--- config.mk ---
export PLATFORM = sky130hd
export DESIGN_NAME = multicycle_control_unit
export DESIGN_NICKNAME = d
export VERILOG_FILES = /design/src/rtl/ctrl_pkg.sv /design/src/rtl/ctrl_opcode_decode.sv /design/src/rtl/multicycle_control_unit.sv
export SDC_FILE = /design/constraint.sdc
export NUM_CORES = 1
export LEC_CHECK = 0
export CORE_MARGIN = 3
export CORE_UTILIZATION = 45
export CTS_BUF_LIST = sky130_fd_sc_hd__clkbuf_16
export CTS_CLUSTER_DIAMETER = 120
export DETAILED_ROUTE_END_ITERATION = 7
export GPL_ROUTABILITY_DRIVEN = 0
export HOLD_SLACK_MARGIN = 0.03
export PLACE_DENSITY = 0.73
export SYNTH_ARGS = -nofsm -noshare
export SYNTH_HDL_FRONTEND = slang
export SYNTH_HIERARCHICAL = 1
export SYNTH_SLANG_ARGS = --single-unit
--- constraint.sdc ---
create_clock -name i_clk -period 4.35 [get_ports i_clk]
set_input_delay 1.305 -clock i_clk [delete_from_list [all_inputs] [get_ports i_clk]]
set_output_delay 1.305 -clock i_clk [all_outputs]
set_load 0.02 [all_outputs]
--- src/rtl/ctrl_pkg.sv ---
// -----------------------------------------------------------------------------
// ctrl_pkg
// Shared definitions for the multicycle control unit:
//   - FSM state encoding (plain 3-bit constants, legacy-compatible)
//   - opcode class enum produced by the opcode decoder
//   - opcode table values (8-bit, zero-extended to OPCODE_W by users)
//   - ALU operation codes
// -----------------------------------------------------------------------------
package ctrl_pkg;

    // FSM state encoding
    typedef logic [2:0] state_t;
    localparam state_t ST_FETCH  = 3'd0;
    localparam state_t ST_DECODE = 3'd1;
    localparam state_t ST_EXEC   = 3'd2;
    localparam state_t ST_MEM    = 3'd3;
    localparam state_t ST_WB     = 3'd4;
    localparam state_t ST_HALT   = 3'd5;
    localparam state_t ST_FAULT  = 3'd6;

    // What the sequencer needs to know about an opcode
    typedef enum logic [2:0] {
        CLS_ALU     = 3'd0,   // ALU ops and moves: EXEC then WB
        CLS_LD      = 3'd1,   // EXEC (address), MEM read, WB
        CLS_ST      = 3'd2,   // EXEC (address), MEM write
        CLS_JMP     = 3'd3,   // EXEC only, redirects PC
        CLS_HALT    = 3'd4,   // terminal
        CLS_ILLEGAL = 3'd5    // unknown, retired as a NOP after DECODE
    } op_class_t;

    // Opcode table
    localparam logic [7:0] OP_MOVI = 8'h00;
    localparam logic [7:0] OP_MOVR = 8'h01;
    localparam logic [7:0] OP_LD   = 8'h02;
    localparam logic [7:0] OP_ST   = 8'h03;
    localparam logic [7:0] OP_JMP  = 8'h05;
    localparam logic [7:0] OP_ADD  = 8'h09;
    localparam logic [7:0] OP_SUB  = 8'h0A;
    localparam logic [7:0] OP_AND  = 8'h0B;
    localparam logic [7:0] OP_OR   = 8'h0C;
    localparam logic [7:0] OP_HALT = 8'hFF;

    // ALU operation codes
    localparam logic [1:0] ALU_AND = 2'b00;
    localparam logic [1:0] ALU_OR  = 2'b01;
    localparam logic [1:0] ALU_ADD = 2'b10;   // also used as pass-through
    localparam logic [1:0] ALU_SUB = 2'b11;

    // States in which the unit waits on mem_ready
    function automatic logic is_wait_state(input state_t st);
        return (st == ST_FETCH) || (st == ST_MEM);
    endfunction

endpackage

--- src/rtl/ctrl_opcode_decode.sv ---
// -----------------------------------------------------------------------------
// ctrl_opcode_decode
// Purely combinational classification of an opcode.
// Ports:
//   i_opcode      opcode to classify (the latched IR opcode in the top)
//   o_class       sequencing class (ALU/LD/ST/JMP/HALT/ILLEGAL)
//   o_alu_op      ALU operation used in EXEC (and held through MEM/WB)
//   o_alu_src     ALU B operand select: 1 = immediate, 0 = register
//   o_reg_to_reg  WB source select: 1 for moves, 0 otherwise
//   o_legal       opcode is in the table
// -----------------------------------------------------------------------------
module ctrl_opcode_decode
    import ctrl_pkg::*;
#(
    parameter int OPCODE_W = 8,
    parameter int ALUOP_W  = 2
) (
    input  logic [OPCODE_W-1:0] i_opcode,
    output op_class_t           o_class,
    output logic [ALUOP_W-1:0]  o_alu_op,
    output logic                o_alu_src,
    output logic                o_reg_to_reg,
    output logic                o_legal
);

    always_comb begin
        o_class      = CLS_ILLEGAL;
        o_alu_op     = '0;
        o_alu_src    = 1'b0;
        o_reg_to_reg = 1'b0;
        o_legal      = 1'b1;
        case (i_opcode)
            OPCODE_W'(OP_MOVI): begin
                o_class      = CLS_ALU;
                o_alu_op     = ALUOP_W'(ALU_ADD);
                o_alu_src    = 1'b1;
                o_reg_to_reg = 1'b1;
            end
            OPCODE_W'(OP_MOVR): begin
                o_class      = CLS_ALU;
                o_alu_op     = ALUOP_W'(ALU_ADD);
                o_reg_to_reg = 1'b1;
            end
            OPCODE_W'(OP_ADD): begin
                o_class  = CLS_ALU;
                o_alu_op = ALUOP_W'(ALU_ADD);
            end
            OPCODE_W'(OP_SUB): begin
                o_class  = CLS_ALU;
                o_alu_op = ALUOP_W'(ALU_SUB);
            end
            OPCODE_W'(OP_AND): begin
                o_class  = CLS_ALU;
                o_alu_op = ALUOP_W'(ALU_AND);
            end
            OPCODE_W'(OP_OR): begin
                o_class  = CLS_ALU;
                o_alu_op = ALUOP_W'(ALU_OR);
            end
            OPCODE_W'(OP_LD): begin
                o_class  = CLS_LD;
                o_alu_op = ALUOP_W'(ALU_ADD);   // base + offset
            end
            OPCODE_W'(OP_ST): begin
                o_class  = CLS_ST;
                o_alu_op = ALUOP_W'(ALU_AND);
            end
            OPCODE_W'(OP_JMP): begin
                o_class   = CLS_JMP;
                o_alu_op  = ALUOP_W'(ALU_ADD);
                o_alu_src = 1'b1;               // pass the immediate target
            end
            OPCODE_W'(OP_HALT): begin
                o_class = CLS_HALT;
            end
            default: begin
                o_legal = 1'b0;
            end
        endcase
    end

endmodule

--- src/rtl/multicycle_control_unit.sv ---
// -----------------------------------------------------------------------------
// multicycle_control_unit
// Sequences each instruction through FETCH/DECODE/EXEC/MEM/WB, waiting on a
// memory-ready handshake in FETCH and MEM, and drives the datapath controls.
// Ports:
//   i_clk, i_rst      clock (rising edge), synchronous active-high reset
//   i_opcode          opcode field of the fetched word, sampled on o_ir_load
//   i_mem_ready       memory completes the current read/write this cycle
//   o_ir_load         load IR / latch opcode (FETCH and mem_ready)
//   o_pc_write        update PC (PC+1 in FETCH, jump target in EXEC)
//   o_jump            PC source = jump target
//   o_mem_read        memory read (instruction in FETCH, data in MEM)
//   o_i_or_d          0 = instruction address, 1 = data address
//   o_mem_write       data memory write
//   o_alu_op          ALU operation
//   o_alu_src         ALU B operand: 1 = immediate, 0 = register
//   o_reg_write       register-file write enable (WB)
//   o_reg_to_reg      WB source: 1 = move result, 0 = memory/ALU path
//   o_busy            high except in HALT and FAULT
//   o_halted          sticky, HALT executed
//   o_illegal_op      one-cycle pulse in DECODE for an unknown opcode
//   o_fault           sticky, memory timeout
// -----------------------------------------------------------------------------
module multicycle_control_unit
    import ctrl_pkg::*;
#(
    parameter int OPCODE_W = 8,
    parameter int ALUOP_W  = 2,
    parameter int TIMEOUT  = 15     // 1..255
) (
    input  logic                i_clk,
    input  logic                i_rst,
    input  logic [OPCODE_W-1:0] i_opcode,
    input  logic                i_mem_ready,
    output logic                o_ir_load,
    output logic                o_pc_write,
    output logic                o_jump,
    output logic                o_mem_read,
    output logic                o_i_or_d,
    output logic                o_mem_write,
    output logic [ALUOP_W-1:0]  o_alu_op,
    output logic                o_alu_src,
    output logic                o_reg_write,
    output logic                o_reg_to_reg,
    output logic                o_busy,
    output logic                o_halted,
    output logic                o_illegal_op,
    output logic                o_fault
);

    localparam int CNT_W = 8;

    state_t              r_state;
    state_t              w_next_state;
    logic [OPCODE_W-1:0] r_opcode;
    logic [CNT_W-1:0]    r_wait_cnt;
    logic [CNT_W-1:0]    w_wait_cnt_next;
    logic                w_timeout;
    logic                w_ir_load;

    op_class_t           w_class;
    logic [ALUOP_W-1:0]  w_alu_op;
    logic                w_alu_src;
    logic                w_reg_to_reg;
    logic                w_legal;

    // Decoding is done on the latched opcode so the opcode input only matters
    // in the cycle it is loaded.
    ctrl_opcode_decode #(
        .OPCODE_W (OPCODE_W),
        .ALUOP_W  (ALUOP_W)
    ) u_dec (
        .i_opcode     (r_opcode),
        .o_class      (w_class),
        .o_alu_op     (w_alu_op),
        .o_alu_src    (w_alu_src),
        .o_reg_to_reg (w_reg_to_reg),
        .o_legal      (w_legal)
    );

    assign w_ir_load = (r_state == ST_FETCH) && i_mem_ready;
    assign w_timeout = (r_wait_cnt == CNT_W'(TIMEOUT));

    // The counter only runs while waiting in FETCH/MEM; every other state and
    // every mem_ready return it to zero, which also covers clearing on entry.
    always_comb begin
        w_wait_cnt_next = '0;
        if (is_wait_state(r_state) && !i_mem_ready && !w_timeout)
            w_wait_cnt_next = r_wait_cnt + 1'b1;
    end

    // Next-state logic. In FETCH/MEM a mem_ready that arrives together with
    // the timeout takes priority over the fault.
    always_comb begin
        w_next_state = r_state;
        case (r_state)
            ST_FETCH: begin
                if (i_mem_ready)    w_next_state = ST_DECODE;
                else if (w_timeout) w_next_state = ST_FAULT;
            end
            ST_DECODE: begin
                case (w_class)
                    CLS_HALT:    w_next_state = ST_HALT;
                    CLS_ILLEGAL: w_next_state = ST_FETCH;
                    default:     w_next_state = ST_EXEC;
                endcase
            end
            ST_EXEC: begin
                case (w_class)
                    CLS_JMP:        w_next_state = ST_FETCH;
                    CLS_LD, CLS_ST: w_next_state = ST_MEM;
                    default:        w_next_state = ST_WB;
                endcase
            end
            ST_MEM: begin
                if (i_mem_ready)
                    w_next_state = (w_class == CLS_LD) ? ST_WB : ST_FETCH;
                else if (w_timeout)
                    w_next_state = ST_FAULT;
            end
            ST_WB:    w_next_state = ST_FETCH;
            ST_HALT:  w_next_state = ST_HALT;
            ST_FAULT: w_next_state = ST_FAULT;
            default:  w_next_state = ST_FETCH;
        endcase
    end

    always_ff @(posedge i_clk) begin
        if (i_rst) begin
            r_state    <= ST_FETCH;
            r_opcode   <= '0;
            r_wait_cnt <= '0;
        end else begin
            r_state    <= w_next_state;
            r_wait_cnt <= w_wait_cnt_next;
            if (w_ir_load)
                r_opcode <= i_opcode;
        end
    end

    // Output decode. While rst is asserted everything except busy is forced
    // low so an in-flight memory request is withdrawn immediately.
    always_comb begin
        o_ir_load    = 1'b0;
        o_pc_write   = 1'b0;
        o_jump       = 1'b0;
        o_mem_read   = 1'b0;
        o_i_or_d     = 1'b0;
        o_mem_write  = 1'b0;
        o_alu_op     = '0;
        o_alu_src    = 1'b0;
        o_reg_write  = 1'b0;
        o_reg_to_reg = 1'b0;
        o_busy       = 1'b0;
        o_halted     = 1'b0;
        o_illegal_op = 1'b0;
        o_fault      = 1'b0;
        if (i_rst) begin
            o_busy = 1'b1;
        end else begin
            case (r_state)
                ST_FETCH: begin
                    o_busy     = 1'b1;
                    o_mem_read = 1'b1;
                    o_ir_load  = w_ir_load;
                    o_pc_write = w_ir_load;
                end
                ST_DECODE: begin
                    o_busy       = 1'b1;
                    o_illegal_op = ~w_legal;
                end
                ST_EXEC: begin
                    o_busy     = 1'b1;
                    o_alu_op   = w_alu_op;
                    o_alu_src  = w_alu_src;
                    o_jump     = (w_class == CLS_JMP);
                    o_pc_write = (w_class == CLS_JMP);
                end
                ST_MEM: begin
                    o_busy      = 1'b1;
                    o_i_or_d    = 1'b1;
                    o_mem_read  = (w_class == CLS_LD);
                    o_mem_write = (w_class == CLS_ST);
                    o_alu_op    = w_alu_op;
                    o_alu_src   = w_alu_src;
                end
                ST_WB: begin
                    o_busy       = 1'b1;
                    o_reg_write  = 1'b1;
                    o_reg_to_reg = w_reg_to_reg;
                    o_alu_op     = w_alu_op;
                    o_alu_src    = w_alu_src;
                end
                ST_HALT:  o_halted = 1'b1;
                ST_FAULT: o_fault  = 1'b1;
                default: ;
            endcase
        end
    end

endmodule

Yosys cells after proc, flatten, opt, wreduce, memory -nomap -nowiden

Index checks and enable logic that the tools add are counted.

Register bits: 19
Bits of input ports: 11
Output and inout port bits: 15
Word-level logic and storage cells: 84

Add/subtract/negate cells: 1
Eq/ne operators: 21
Mux-type cells: 40
Bitwise operators: 2
Reduce and logical (&&, ||, !) cells: 17

Operator list:

| cell                  | count |
|---|---|
| $eq A8 B4 Y1 const B  | 5 |
| $mux W1               | 27 |
| $pmux W3 S6           | 1 |
| $eq A8 B2 Y1 const B  | 2 |
| $eq A3 B3 Y1 const B  | 5 |
| $pmux W3 S5           | 1 |
| $eq A3 B2 Y1 const B  | 4 |
| $mux W3               | 4 |
| $pmux W3 S2           | 2 |
| $reduce_or A10 Y1     | 1 |
| $reduce_or A5 Y1      | 2 |
| $add A8 B1 Y8 const B | 1 |
| $eq A8 B1 Y1 const B  | 1 |
| $eq A8 B3 Y1 const B  | 1 |
| $eq A8 B8 Y1 const B  | 1 |
| $logic_not A8 Y1      | 1 |
| $reduce_or A2 Y1      | 4 |
| $eq A3 B1 Y1 const B  | 2 |
| $pmux W2 S3           | 1 |
| $reduce_or A6 Y1      | 1 |
| $mux W2               | 2 |
| $pmux W1 S2           | 2 |
| $logic_and A1 B1 Y1   | 3 |
| $logic_not A3 Y1      | 1 |
| other kinds (4)       | 6 |

Logic depth before layout (Yosys ltp)

Depth after elaboration: 7
Mapped depth: 8
Gate-level depth less buffers: 7

Cells and area by module

The synthesis kept the hierarchy.

Modules (own cells, without submodules):

| module                  | times used | cells each | area an instance (µm²) | seq. area each (µm²) |
|---|---|---|---|---|
| multicycle_control_unit | 1          | 127        | 1033.5                 | 380.4 |
| ctrl_opcode_decode      | 1          | 37         | 231.5                  | 0.0 |

Least setup slack after synthesis

OpenSTA, ideal clock, no wires.

Path type: input -> output
From: input port i_rst
To: output port o_illegal_op
Arrival time: 2.331 ns
Data required time: 3.045 ns
Path slack: 0.714 ns
Stages on the path: 3
Buffers on the path: 1
Cells stage by stage: buf_2 -> or2b_1 -> nor4_1

Longest elaborated chain between the ends: 1

RTL lines:

| item            | RTL line                       | text |
|---|---|---|
| start, declared | multicycle_control_unit.sv:32  | `input logic i_rst,` |
| $mux W1         | multicycle_control_unit.sv:158 | `if (i_rst) begin` |
| end, declared   | multicycle_control_unit.sv:47  | `output logic o_illegal_op,` |

Every way passes these cells.

Final worst setup path

From: register r_opcode[3]
To: output port o_pc_write

Longest elaborated chain between the ends: 6
Elaborated cells on any way between the ends: 15
Classes of those cells: eq/ne (10); mux (3); reduce/logical (2)

RTL lines:

| item                                       | RTL line                       | text |
|---|---|---|
| start, declared                            | multicycle_control_unit.sv:55  | `logic [OPCODE_W-1:0] r_opcode;` |
| start signal, assigned                     | multicycle_control_unit.sv:137 | `r_opcode <= i_opcode;` |
| $eq A8 B1 Y1, or another cell as far along | ctrl_opcode_decode.sv:32       | `case (i_opcode)` |
| $reduce_or A6 Y1 (no line)                 | -                              |  |
| $pmux W3 S5 *                              | ctrl_opcode_decode.sv:32       |  |
| named net w_class[2]                       | multicycle_control_unit.sv:61  | `op_class_t w_class;` |
| $eq A3 B2 Y1 *                             | multicycle_control_unit.sv:177 | `o_pc_write = (w_class == CLS_JMP);` |
| $pmux W1 S2 *                              | multicycle_control_unit.sv:161 | `case (r_state)` |
| $mux W1 *                                  | multicycle_control_unit.sv:158 |  |
| end, declared                              | multicycle_control_unit.sv:36  | `output logic o_pc_write,` |

The timed path passes the listed nets; every way through them passes the cells marked *.

==> metrics.cfg <==
[run_status]
status=finished, final reports clean

[global_routing]
grt_pass1_vias=1072
antenna_found_initial=0
overflow=0
grt_usage_pct=17.75
grt_max_degree=18
grt_pass1_wl_um=4802

[sta]
hold_violations=0
setup-tns-final_ns=0
fin_crit_ns=4.115
grt_setup_unrepaired=no
fin_crit_sh_pct=94.59
setup_viol=0
worstMarginPinSlew_ns=0.5118
finClkSkew_ns=0.001823
timing.fmax_ghz=0.2430
slew_violations=0
slew_headroom_pct=65.83

[yosys]
syn_inst=164
yosysSeqAreaShare_pct=30.07
yosysWarnings=6
synth-seq-cells=19
syn_area_per_cell_um2=7.713
synthesis.nets=176
ys_types=51
synthFlopType=dfxtp_1
synth_edf_count=0
syn-cell-area_mm2=0.001265
async_flop_share_pct=0

[min_path]
hp-class=reg -> reg
min_delay_worst_endpoint=r_wait_cnt[0]
whs_path_depth=1
min_from=r_wait_cnt[0]

[critical_path]
cp_max_fo=13
cp.arrival_ns=2.81
crit_required_ns=3.04
path_class=reg -> out
critPathCaptureType=output pin
cp-start-kind=register
reg2reg_slack_ns=2.03
r2r_cells=8
r2r_end=r_state[2]
r2r-start=r_opcode[2]

[power_and_ir_drop]
power_density_mw_per_mm2=540.6
p_leak_nw=0.6049
power.total_uw=875.2
ir_drop_v=0.0003509

[floorplan]
core-area_mm2=0.002567
initial_core_util_pct=49.27
dieArea_mm2=0.003483
num_rows=18
fp.dieH_um=59.02
die-width_um=59.02
ioPinCount=26

[final_layout]
nNetsFinal=201
design_area_mm2=0.001619
fillers=223
antennaDiodeCount=0
syn_to_final_growth_pct=27.99
drive_above_1_share_pct=12.23
layout.cells.non_filler=218

[placement]
dpl.cell_count=214
dp_hpwl_um=2137
place_area_mm2=0.001534
io_buffers=25

[clock_tree]
clockBufferDepth=2
cts.clk_slew.worst_paths_ns=0.05
cts_tree=yes
clk_latency_ns=0.25
cts-htree-levels=1
cts_root_buffer=clkbuf_16
cts_buffers=3
ctsHoldBuffers=0
clock_sinks=19

[route]
wl_per_cell_um=12.96
firstDrtPassIters=4
vias=1206
routed_wl_um=2826
antenna_left=0
viasPerCell=5.532
first_iter_violations=61
drc=0

[flow_run]
maxCapViolations=0

## synth_stat cells (5+ instances only)
library cell	instances	area, um2
nor2_1	13	48.80
inv_1	5	18.77
xor2_1	6	52.55
clkbuf_1	5	18.77
dfxtp_1	19	380.4
nand3_1	5	25.02
nor2_2	7	43.79
nand2_1	20	75.07
a21oi_1	14	70.07
## state kept, by name, summed over array words and instances (netlist names)
register	flops
r_wait_cnt	8
r_opcode	8
r_state	3
## cells by family (layout without fill, tap and decap cells)
family | Yosys count | in the layout | synth area share [%]
xor+xnor | 10 | 10 | 7.518
simple gates | 85 | 85 | 38.48
flops | 19 | 19 | 30.07
fa+ha+maj | 2 | 2 | 1.780
compound gates | 32 | 32 | 15.63
buf+inv | 16 | 40 | 6.528
## repair_timing
| item | in CTS | in global routing |
|---|---|---|
| buffers inserted | 0 | 0 |
| endpoints found under the setup margin | 0 | 2 |
| resized for setup | 0 | 2 |
## report_power, final
part | switching, mW | total [mW] | internal [mW] | leakage (nW)
clock | 0.0616 | 0.185 | 0.123 | 0.0409
combinational | 0.231 | 0.421 | 0.189 | 0.409
sequential | 0.0645 | 0.270 | 0.205 | 0.155
## worst max-delay path by stage
stage               cells past startpoint           end         from  slack, ns
finish                                  7    o_pc_write  r_opcode[3]       0.24
global route                            7    o_pc_write  r_opcode[3]       0.09
CTS                                     5    o_pc_write        i_rst       0.04
detailed placement                      5    o_pc_write        i_rst       0.04
global placement                        5    o_pc_write        i_rst       0.06
floorplan                               3  o_illegal_op        i_rst       0.71
## worst max-delay path, stage by stage (launching register included)
cell and delay, ns:
dfxtp_1 0.54, nor3b_1 0.25, a21oi_1 0.06, o221ai_1 0.44
nor2_1 0.19, and4_1 0.25, or2_2 0.28, clkdlybuf4s50_1 0.54
## per-stage QoR
stage	util (%)	setup slack, ns	hold WS [ns]
after floorplan	-	0.7143	0.4232
after global placement	59.75	0.05958	0.4355
after detailed placement	59.75	0.03865	0.4376
after CTS	62.87	0.04107	0.4536
after global routing	63.06	0.08604	0.4844
final	63.06	0.2354	0.4516
## area by class of cell
| type | instances | area, um2 | area share (%) |
|---|---|---|---|
| multi-input cells | 129 | 802.0 | 49.54 |
| flip-flops and latches | 19 | 380.4 | 23.49 |
| repair buffers | 31 | 300.3 | 18.55 |
| clock buffers | 3 | 75.07 | 4.637 |
| well taps | 30 | 37.54 | 2.318 |
| inverters | 5 | 18.77 | 1.159 |
| clock inverters | 1 | 5.005 | 0.3091 |
## routing by layer
layer | global-route usage, % | wire length [um]
met2 | 28.39 | 1326
met4 | 4.854 | 19
met1 | 23.96 | 1321
met3 | 4.139 | 159
met5 | 0 | 0
## cells in the final DEF, fill, tap and decap left out, types with 2 or more instances in the layout
master / n
a21oi_1: 14
and2_1: 4
and3_1: 4
buf_4: 6
clkbuf_16: 3
clkdlybuf4s50_1: 23
dfxtp_1: 19
dlymetal6s2s_1: 2
inv_1: 5
nand2_1: 20
nand2b_1: 2
nand3_1: 5
nand4_1: 2
nor2_1: 13
nor2_2: 7
nor3_1: 4
nor3b_1: 2
nor4_1: 2
o21a_1: 2
o21ai_0: 4
o22ai_1: 2
or3_1: 4
or4_1: 3
xnor2_1: 3
xor2_1: 6
Note: power is estimated with default switching activity, not from simulation.
